==> src/rtl/sprite_pkg.sv <==
// Shared types and constants for the sprite blitter slice.
package sprite_pkg;

  localparam int unsigned COORD_W   = 10;
  localparam int unsigned DEF_SCR_W = 640;
  localparam int unsigned DEF_SCR_H = 480;

  typedef enum logic [1:0] {
    IDLE = 2'd0,
    RUN  = 2'd1,
    DONE = 2'd2
  } blit_state_t;

endpackage

==> src/rtl/sprite_pixel_mux.sv <==
// Combinational sprite pixel fetch: (optionally mirrored) col/row -> palette index and colour.
module sprite_pixel_mux
  import sprite_pkg::*;
#(
  parameter int unsigned SPR_W   = 16,
  parameter int unsigned SPR_H   = 16,
  parameter int unsigned BPP     = 1,
  parameter int unsigned COLOR_W = 8,
  parameter int unsigned COL_W   = 4,
  parameter int unsigned ROW_W   = 4
) (
  input  logic [SPR_W*SPR_H*BPP-1:0]   i_sprite,
  input  logic [(2**BPP)*COLOR_W-1:0]  i_palette,
  input  logic [COL_W-1:0]             i_col,
  input  logic [ROW_W-1:0]             i_row,
  input  logic                         i_flip_h,
  input  logic                         i_flip_v,
  output logic [BPP-1:0]               o_idx_c,
  output logic [COLOR_W-1:0]           o_color_c
);

  logic [COL_W-1:0] w_src_col;
  logic [ROW_W-1:0] w_src_row;
  logic [31:0]      w_pix;

  // Mirroring only changes which source pixel is read, never where it lands.
  always_comb begin
    w_src_col = i_flip_h ? (COL_W'(SPR_W - 1) - i_col) : i_col;
    w_src_row = i_flip_v ? (ROW_W'(SPR_H - 1) - i_row) : i_row;
    w_pix     = 32'(w_src_row) * 32'(SPR_W) + 32'(w_src_col);
    o_idx_c   = i_sprite[w_pix * BPP +: BPP];
    o_color_c = i_palette[32'(o_idx_c) * COLOR_W +: COLOR_W];
  end

endmodule

==> src/rtl/sprite_blitter.sv <==
// Sprite rasteriser: latches sprite/palette on start, emits one framebuffer write slot per pixel.
// Optional mirroring via SPRITE_BLIT_FLIP_EN (adds flip_h / flip_v inputs).
module sprite_blitter
  import sprite_pkg::*;
#(
  parameter int unsigned SPR_W   = 16,
  parameter int unsigned SPR_H   = 16,
  parameter int unsigned BPP     = 1,
  parameter int unsigned COLOR_W = 8,
  parameter int unsigned SCR_W   = DEF_SCR_W,
  parameter int unsigned SCR_H   = DEF_SCR_H
) (
  input  logic                         clock,
  input  logic                         reset,
  input  logic                         start,
  input  logic [COORD_W-1:0]           x,
  input  logic [COORD_W-1:0]           y,
  input  logic [SPR_W*SPR_H*BPP-1:0]   sprite,
  input  logic [(2**BPP)*COLOR_W-1:0]  palette,
`ifdef SPRITE_BLIT_FLIP_EN
  input  logic                         flip_h,
  input  logic                         flip_v,
`endif
  input  logic                         wr_ready,
  output logic                         wr_en,
  output logic [COORD_W-1:0]           wr_x,
  output logic [COORD_W-1:0]           wr_y,
  output logic [COLOR_W-1:0]           wr_data,
  output logic                         busy,
  output logic                         done
);

  localparam int unsigned COL_W    = (SPR_W > 1) ? $clog2(SPR_W) : 1;
  localparam int unsigned ROW_W    = (SPR_H > 1) ? $clog2(SPR_H) : 1;
  localparam int unsigned SUM_W    = COORD_W + 1;
  localparam int unsigned SPR_BITS = SPR_W * SPR_H * BPP;
  localparam int unsigned PAL_BITS = (2**BPP) * COLOR_W;

  blit_state_t          r_state;
  logic [COORD_W-1:0]   r_x;
  logic [COORD_W-1:0]   r_y;
  logic [SPR_BITS-1:0]  r_sprite;
  logic [PAL_BITS-1:0]  r_palette;
  logic                 r_flip_h;
  logic                 r_flip_v;
  logic [COL_W-1:0]     r_col;
  logic [ROW_W-1:0]     r_row;
  logic                 r_last_out;

  logic                 w_flip_h_in;
  logic                 w_flip_v_in;
  logic [BPP-1:0]       w_idx;
  logic [COLOR_W-1:0]   w_color;
  logic [SUM_W-1:0]     w_sum_x;
  logic [SUM_W-1:0]     w_sum_y;
  logic                 w_write;
  logic                 w_col_last;
  logic                 w_pix_last;
  logic                 w_advance;

`ifdef SPRITE_BLIT_FLIP_EN
  assign w_flip_h_in = flip_h;
  assign w_flip_v_in = flip_v;
`else
  assign w_flip_h_in = 1'b0;
  assign w_flip_v_in = 1'b0;
`endif

  sprite_pixel_mux #(
    .SPR_W   (SPR_W),
    .SPR_H   (SPR_H),
    .BPP     (BPP),
    .COLOR_W (COLOR_W),
    .COL_W   (COL_W),
    .ROW_W   (ROW_W)
  ) u_pixel_mux (
    .i_sprite  (r_sprite),
    .i_palette (r_palette),
    .i_col     (r_col),
    .i_row     (r_row),
    .i_flip_h  (r_flip_h),
    .i_flip_v  (r_flip_v),
    .o_idx_c   (w_idx),
    .o_color_c (w_color)
  );

  // 11-bit sums so off-screen positions clip instead of wrapping onto the screen.
  assign w_sum_x    = SUM_W'(r_x) + SUM_W'(r_col);
  assign w_sum_y    = SUM_W'(r_y) + SUM_W'(r_row);
  assign w_write    = (w_idx != '0) && (w_sum_x < SUM_W'(SCR_W)) && (w_sum_y < SUM_W'(SCR_H));
  assign w_col_last = (r_col == COL_W'(SPR_W - 1));
  assign w_pix_last = w_col_last && (r_row == ROW_W'(SPR_H - 1));
  assign w_advance  = !wr_en || wr_ready;

  always_ff @(posedge clock) begin
    if (!reset) begin
      r_state    <= IDLE;
      r_x        <= '0;
      r_y        <= '0;
      r_sprite   <= '0;
      r_palette  <= '0;
      r_flip_h   <= 1'b0;
      r_flip_v   <= 1'b0;
      r_col      <= '0;
      r_row      <= '0;
      r_last_out <= 1'b0;
      wr_en      <= 1'b0;
      wr_x       <= '0;
      wr_y       <= '0;
      wr_data    <= '0;
      busy       <= 1'b0;
      done       <= 1'b0;
    end else begin
      done <= 1'b0;
      case (r_state)
        IDLE: begin
          if (start) begin
            r_x        <= x;
            r_y        <= y;
            r_sprite   <= sprite;
            r_palette  <= palette;
            r_flip_h   <= w_flip_h_in;
            r_flip_v   <= w_flip_v_in;
            r_col      <= '0;
            r_row      <= '0;
            r_last_out <= 1'b0;
            busy       <= 1'b1;
            r_state    <= RUN;
          end
        end
        RUN: begin
          // r_last_out marks that the slot now on the outputs is the final pixel.
          if (w_advance) begin
            if (r_last_out) begin
              wr_en   <= 1'b0;
              busy    <= 1'b0;
              done    <= 1'b1;
              r_state <= DONE;
            end else begin
              wr_en      <= w_write;
              wr_x       <= w_sum_x[COORD_W-1:0];
              wr_y       <= w_sum_y[COORD_W-1:0];
              wr_data    <= w_color;
              r_last_out <= w_pix_last;
              if (w_col_last) begin
                r_col <= '0;
                r_row <= w_pix_last ? '0 : (r_row + ROW_W'(1));
              end else begin
                r_col <= r_col + COL_W'(1);
              end
            end
          end
        end
        DONE: r_state <= IDLE;
        default: r_state <= IDLE;
      endcase
    end
  end

endmodule

==> config.mk <==
export PLATFORM = sky130hd
export DESIGN_NAME = sprite_blitter
export DESIGN_NICKNAME = d
export VERILOG_FILES = /design/src/rtl/sprite_pkg.sv /design/src/rtl/sprite_pixel_mux.sv /design/src/rtl/sprite_blitter.sv
export SDC_FILE = /design/constraint.sdc
export NUM_CORES = 1
export LEC_CHECK = 0
export CORE_MARGIN = 5
export CORE_UTILIZATION = 56
export CTS_BUF_LIST = sky130_fd_sc_hd__clkbuf_2
export DETAILED_ROUTE_END_ITERATION = 8
export GPL_ROUTABILITY_DRIVEN = 1
export MAX_ROUTING_LAYER = met4
export PLACE_DENSITY = 0.85
export SETUP_SLACK_MARGIN = 0.5
export SLEW_MARGIN = 0
export SYNTH_ARGS = -nofsm -noshare
export SYNTH_HDL_FRONTEND = slang
export SYNTH_HIERARCHICAL = 1
export SYNTH_SLANG_ARGS = --single-unit
==> constraint.sdc <==
create_clock -name clock -period 8.83 [get_ports clock]
set_clock_uncertainty 0.05 [all_clocks]
set_input_delay 1.766 -clock clock [delete_from_list [all_inputs] [get_ports clock]]
set_output_delay 1.766 -clock clock [all_outputs]
set_load 0.01 [all_outputs]
## After elaboration in Yosys (flattened, before gate mapping)

Cells that the tools add are included.
W data, S select, Z words.

| storage, ports and cells | value |
|---|---|
| ROM bits | 0 |
| memories | 0 |
| output and inout bits | 31 |
| latch bits | 0 |
| register bits after elaboration | 334 |
| logic and storage cells | 72 |
| input port bits | 296 |
| memory bits (writable) | 0 |

| cells by class | value |
|---|---|
| bitwise operators | 1 |
| $add $sub $neg | 5 |
| reductions and logical operators | 16 |
| shifts and indexed selects | 2 |
| div/mod/pow operators | 0 |
| $mul | 0 |
| eq/ne operators | 8 |
| muxes and demuxes | 24 |
| $lt $le $gt $ge | 2 |

Operators with widths:

| kind | count |
|---|---|
| $shiftx A256 B33 Y1 | 1 |
| $mux W4 | 8 |
| $add A10 B4 Y11 | 2 |
| $pmux W4 S2 | 2 |
| $shiftx A16 B5 Y8 | 1 |
| $reduce_and A3 Y1 | 4 |
| $lt A11 B10 Y1 const B | 1 |
| $lt A11 B9 Y1 const B | 1 |
| $ne A2 B2 Y1 const B | 5 |
| $add A8 B4 Y9 | 1 |
| $add A4 B1 Y4 const B | 2 |
| $eq A4 B4 Y1 const B | 2 |
| $mux W1 | 8 |
| $reduce_and A4 Y1 | 2 |
| $mux W2 | 3 |
| $reduce_and A5 Y1 | 1 |
| $pmux W1 S2 | 2 |
| $pmux W2 S2 | 1 |
| $reduce_and A2 Y1 | 2 |
| $logic_and A1 B1 Y1 | 3 |
| $eq A2 B1 Y1 const B | 1 |
| $logic_not A2 Y1 | 1 |
| $reduce_bool A2 Y1 | 1 |
| $logic_not A1 Y1 | 1 |
| 2 further kinds | 2 |

## Depth between registers and ports, before layout

| depth | value |
|---|---|
| depth after elaboration | 7 |
| depth in mapped cells | 19 |
| mapped depth without buffers | 13 |

## Hierarchy

The synthesis kept the hierarchy.

Modules (own cells, without submodules):

| module | seq. area each (um2) | cells an instance | area an instance (um2) | times used |
|---|---|---|---|---|
| sprite_blitter | 6686.4 | 1533 | 12119.1 | 1 |
| sprite_pixel_mux | 0.0 | 507 | 4883.4 | 1 |

## Worst setup path after synthesis

Ideal clock, no wire load.

| timing path | value |
|---|---|
| path type | reg2reg |
| start | reg r_col[1] |
| end | reg wr_en |
| data arrival time | 3.029 ns |
| data required time | 8.684 ns |
| library setup time | 0.096 ns |
| cell stages (with the launch flop) | 18 |
| buffers on the path | 5 |
| setup slack | 5.655 ns |
| period minus slack after synthesis | 3.175 ns |
| path through | dfxtp_1 > buf_6 > buf_4 > buf_4 > buf_2 > mux4_2 > mux2i_1 > a311oi_1 > o311ai_0 > o211ai_1 > nor4_1 > a31o_1 > buf_6 > inv_1 > nand2_1 > a221oi_2 > o2111ai_1 > o41ai_2 |

| between the ends | value |
|---|---|
| longest elaborated chain between the ends | 5 |
| elaborated cells between the ends (all ways) | 7 |
| classes of those cells | 2 x add/sub; 1 x order compare; 1 x shift; 1 x mux; 2 x reduce/logical |

Ends and longest elaborated chain:

| element | RTL line | text |
|---|---|---|
| start: declaration | sprite_blitter.sv:46 | `logic [COL_W-1:0] r_col;` |
| start signal: assignment | sprite_blitter.sv:149 | `r_col <= r_col + COL_W'(1);` |
| $add A8 B4 Y9 | sprite_pixel_mux.sv:30 | `w_pix = 32'(w_src_row) * 32'(SPR_W) + 32'(w_src_col);` |
| $shiftx A256 B33 Y1 | sprite_pixel_mux.sv:31 | `o_idx_c = i_sprite[w_pix * BPP +: BPP];` |
| named net w_idx | sprite_blitter.sv:52 | `logic [BPP-1:0] w_idx;` |
| $logic_and A1 B1 Y1 (2 in series) | sprite_blitter.sv:90 | `assign w_write = (w_idx != '0) && (w_sum_x < SUM_W'(SCR_W)) && (w_sum_y < SUM_W'(SCR_H));` |
| $mux W1 | sprite_blitter.sv:134 | `if (r_last_out) begin` |
| end signal: assignment | sprite_blitter.sv:140 | `wr_en <= w_write;` |
| end: declaration | sprite_blitter.sv:25 | `output logic wr_en,` |

The timed path passes the listed nets, and every way through them passes these cells.
A chain may end at the register's enable or synchronous reset.

## Worst setup path after layout

| timing path | value |
|---|---|
| start | reg r_col[0] |
| end | reg wr_data[4] |

| between the ends | value |
|---|---|
| longest elaborated chain between the ends | 3 |

Ends and longest elaborated chain:

| element | RTL line | text |
|---|---|---|
| $add A8 B4 Y9 | sprite_pixel_mux.sv:30 |  |
| $shiftx A256 B33 Y1 | sprite_pixel_mux.sv:31 |  |
| $shiftx A16 B5 Y8 | sprite_pixel_mux.sv:32 | `o_color_c = i_palette[32'(o_idx_c) * COLOR_W +: COLOR_W];` |
| named net w_color[4] | sprite_blitter.sv:53 | `logic [COLOR_W-1:0] w_color;` |
| end signal: assignment | sprite_blitter.sv:143 | `wr_data <= w_color;` |
| end: declaration | sprite_blitter.sv:28 | `output logic [COLOR_W-1:0] wr_data,` |

The timed path passes the listed nets, and every way through them passes these cells.

==> metrics.txt <==
I/O pins=327; status=finished, violations left; RSZ-0062 raised after global routing=false; Setup CP Type=reg -> reg; Final Hold Viols=0; normalized max-slew margin=-0.0890; post-synth top area share=0.393; hold path depth=2; grt met2 use=0.467; clk buf depth=3; vias=around 16,000; maximum clock rate=approximately 210 MHz; GR met1 Demand/Resource=0.367; max-cap violations=0; initial antenna violation count=5; busiest layer in global routing=met2; core area=0.0298 mm²; reg2reg end=wr_data[4]; DR vias/cell=between 5 and 6; Final Setup Violations=0; Reg clk slew, reported paths=around 90 ps; Fin Setup TNS=0 ps; Worst Hold Class=reg -> reg; sequential area share after synthesis=0.393; FF/Latch Area=0.00670 mm²; Worst Reg2Reg Path Length in Cells=12; Final Cell Area=~0.021 mm²; Post-DRT Antenna Nets=0; Slew @ Worst Pin=about 1600 ps; Crit path arrival time=~5400 ps; root buffer cell=clkbuf_2; Placer Congestion=slightly below 0.9; met3 GRT Util=0.0641; HPWL after DPL=about 34,000 µm; reg2reg start=r_col[0]; Synth cell types=88; leakage=7.45 nW; Area Growth Syn to Fin=22.5%; vias in the first global route=15,800; Post-synth EDFFs=0; routed len/inst=18.5 µm; Total GRT Usage=0.291; Most used DFF post-synth=dfxtp_1; final WL=roughly 51,000 µm; post-route clock period utilization=0.542; Post-Syn Area=0.0170 mm²; VDD IR max=0.0917 mV; Synth area leader=dfxtp_1; Syn Inst Count=2,040; final core occ=0.699; clk_lat worst skew=880 ps; H-tree levels=3; I/O Buffers=326; drt pass-1 iters=8; CP max FO=56; Hold Path End=r_palette[10]; number of synthesized register bits=~330; Placed Area=roughly 0.020 mm²; first-pass GRT wire length=between 70,000 and 80,000 µm; Worst Setup End Kind=flop; Die Area=0.0339 mm²; drt first-iter violations=1,687; pin count of the biggest net entering global routing=221; Num Clock Sinks=between 300 and 400; setup bufs post-CTS=0; multi-input logic area=0.00942 mm²; layout filler cell count=2,354; Die Y=184 µm; Async SR Flop Fraction=0; TritonCTS buffer count=87; Worst setup SP type=flop; Total Nets Final=between 2,000 and 3,000; CTS tree=yes; grt ovf=0; die width=184 µm; CP required=around 9500 ps; starting density of the core=0.571; DRC=0; proportion of layout cells with a drive suffix above 1=0.108; # rows=63; Final Max Slew Viols=18; syn_area_per_cell=8.33 µm²; failing checks=slew limit; YS warnings=6; hold wc startpoint=r_palette[10]; most area-consuming cells after synthesis=dfxtp_1 (39%), nand2_1 (15%), a21oi_1 (9.9%); cts hold-fix bufs=0; Period minus WS final=4780 ps; pwr dens=about 160 mW/mm²; CTS resizes=0; Worst R2R Setup Slack=4050 ps
==> power breakdown <==
part | switching [mW] | total (mW) | leakage (nW) | internal [mW]
registers | 0.0689 | 1.66 | 2.74 | 1.59
logic | 0.323 | 0.630 | 4.13 | 0.308
clock network | 0.640 | 1.07 | 0.585 | 0.434
==> cells in the final DEF, fill, tap and decap left out, types with 8 or more instances in the layout <==
master | synthesis | layout
nor2_1 | 52 | 51
nand4_1 | 9 | 9
xnor2_1 | 10 | 9
dfxtp_1 | 334 | 331
nand3_1 | 25 | 25
o21ai_0 | 21 | 21
a221oi_1 | 13 | 13
nand2_1 | 660 | 660
mux2_4 | 8 | 8
mux2i_1 | 84 | 84
clkdlybuf4s50_1 | 0 | 326
nand2b_1 | 9 | 9
a211oi_1 | 19 | 19
xor2_1 | 9 | 8
and3_1 | 9 | 9
ha_1 | 10 | 10
nor3_1 | 17 | 17
mux4_2 | 65 | 65
clkbuf_2 | 1 | 123
a31oi_1 | 8 | 8
inv_1 | 12 | 11
clkinv_1 | 1 | 17
nor2b_1 | 10 | 9
a21oi_1 | 337 | 337
a22oi_1 | 17 | 17
buf_4 | 19 | 12
==> stage by stage <==
| stage | worst slack, ps | instances | power, mW | hold WS, ps |
|---|---|---|---|---|
| after CTS | 4110 | 2746 | 3.37 | 410 |
| after floorplan | 5660 | 2041 | 2.06 | 383 |
| after global placement | 4110 | 2599 | 2.29 | 389 |
| final | 4050 | 2751 | 3.36 | 407 |
| after detailed placement | 4080 | 2599 | 2.31 | 395 |
| after global routing | 3770 | 2751 | 3.54 | 427 |
==> cells by family (layout without fill, tap and decap cells) <==
kind of cell / Yosys count / count (layout) / synth area share
compound gates: 487 / 487 / 0.171
xor+xnor: 22 / 22 / 0.0133
fa+ha+maj: 12 / 12 / 0.00971
buf+inv: 185 / 500 / 0.0550
flops: 334 / 334 / 0.393
mux: 169 / 169 / 0.157
other cells: 1 / 7 / 0.000221
simple gates: 830 / 830 / 0.201
==> final cells by class <==
class,instances,area share
multi-input cells,1522,0.452
flip-flops and latches,334,0.321
repair buffers,339,0.162
clock buffers,123,0.0296
well taps,390,0.0234
clock inverters,24,0.00787
inverters,14,0.00288
diodes,5,0.000601
==> registers in the layout (all words and copies together), names as in the netlist <==
name        flops
busy            1
r_x            10
r_row           4
r_y            10
r_sprite      256
r_last_out      1
r_col           4
wr_x           10
r_palette      16
wr_data         8
wr_en           1
wr_y           10
done            1
r_state         2
==> per-layer routing <==
metal / up-vias / wire, µm
met4: 0 / 1350
met5: - / 0
met1: 7656 / 20300
met2: 838 / 24500
met3: 118 / 4750
li1: 7673 / -
==> worst max-delay path by stage <==
stage	start	end	slack [ps]	cells after the start
6_report	r_col[0]	wr_data[4]	4050	12
3_5_place_dp	r_col[0]	wr_en	4080	14
3_3_place_gp	r_col[0]	wr_data[6]	4110	12
2_1_floorplan	r_col[1]	wr_en	5660	17
4_1_cts	r_col[0]	wr_data[4]	4110	12
5_1_grt	r_col[0]	wr_en	3770	14
==> Yosys cell counts (all sizes together) (4+ instances only) <==
| library cell | number |
|---|---|
| a221oi | 14 |
| mux2 | 13 |
| o211ai | 7 |
| nor4b | 4 |
| xor2 | 11 |
| nor3b | 5 |
| o221ai | 7 |
| nand3b | 5 |
| a21oi | 337 |
| o21ai | 22 |
| mux2i | 84 |
| and3 | 10 |
| nor2 | 53 |
| nand4 | 9 |
| ha | 10 |
| nand2b | 9 |
| nor4 | 4 |
| dfxtp | 334 |
| a211oi | 19 |
| a32oi | 4 |
| buf | 95 |
| or2 | 4 |
| nor3 | 19 |
| o22ai | 5 |
| a22oi | 17 |
| nor2b | 10 |
| clkbuf | 76 |
| a2111oi | 4 |
| xnor2 | 11 |
| nand3 | 26 |
| mux4 | 72 |
| nand2 | 660 |
| inv | 13 |
| a31oi | 8 |
==> worst max-delay path, cell delays in order, from the launching register on <==
cell      delay [ps]
dfxtp_2          320
buf_4            530
clkinv_1        1020
o221ai_1         340
a221o_1          190
a21oi_1           60
o311ai_0         560
o211ai_1         170
nor4_1           250
a31o_1           650
mux2_4           350
nand2_1           60
a21oi_1           60
Power figures use the tool's default switching activity.
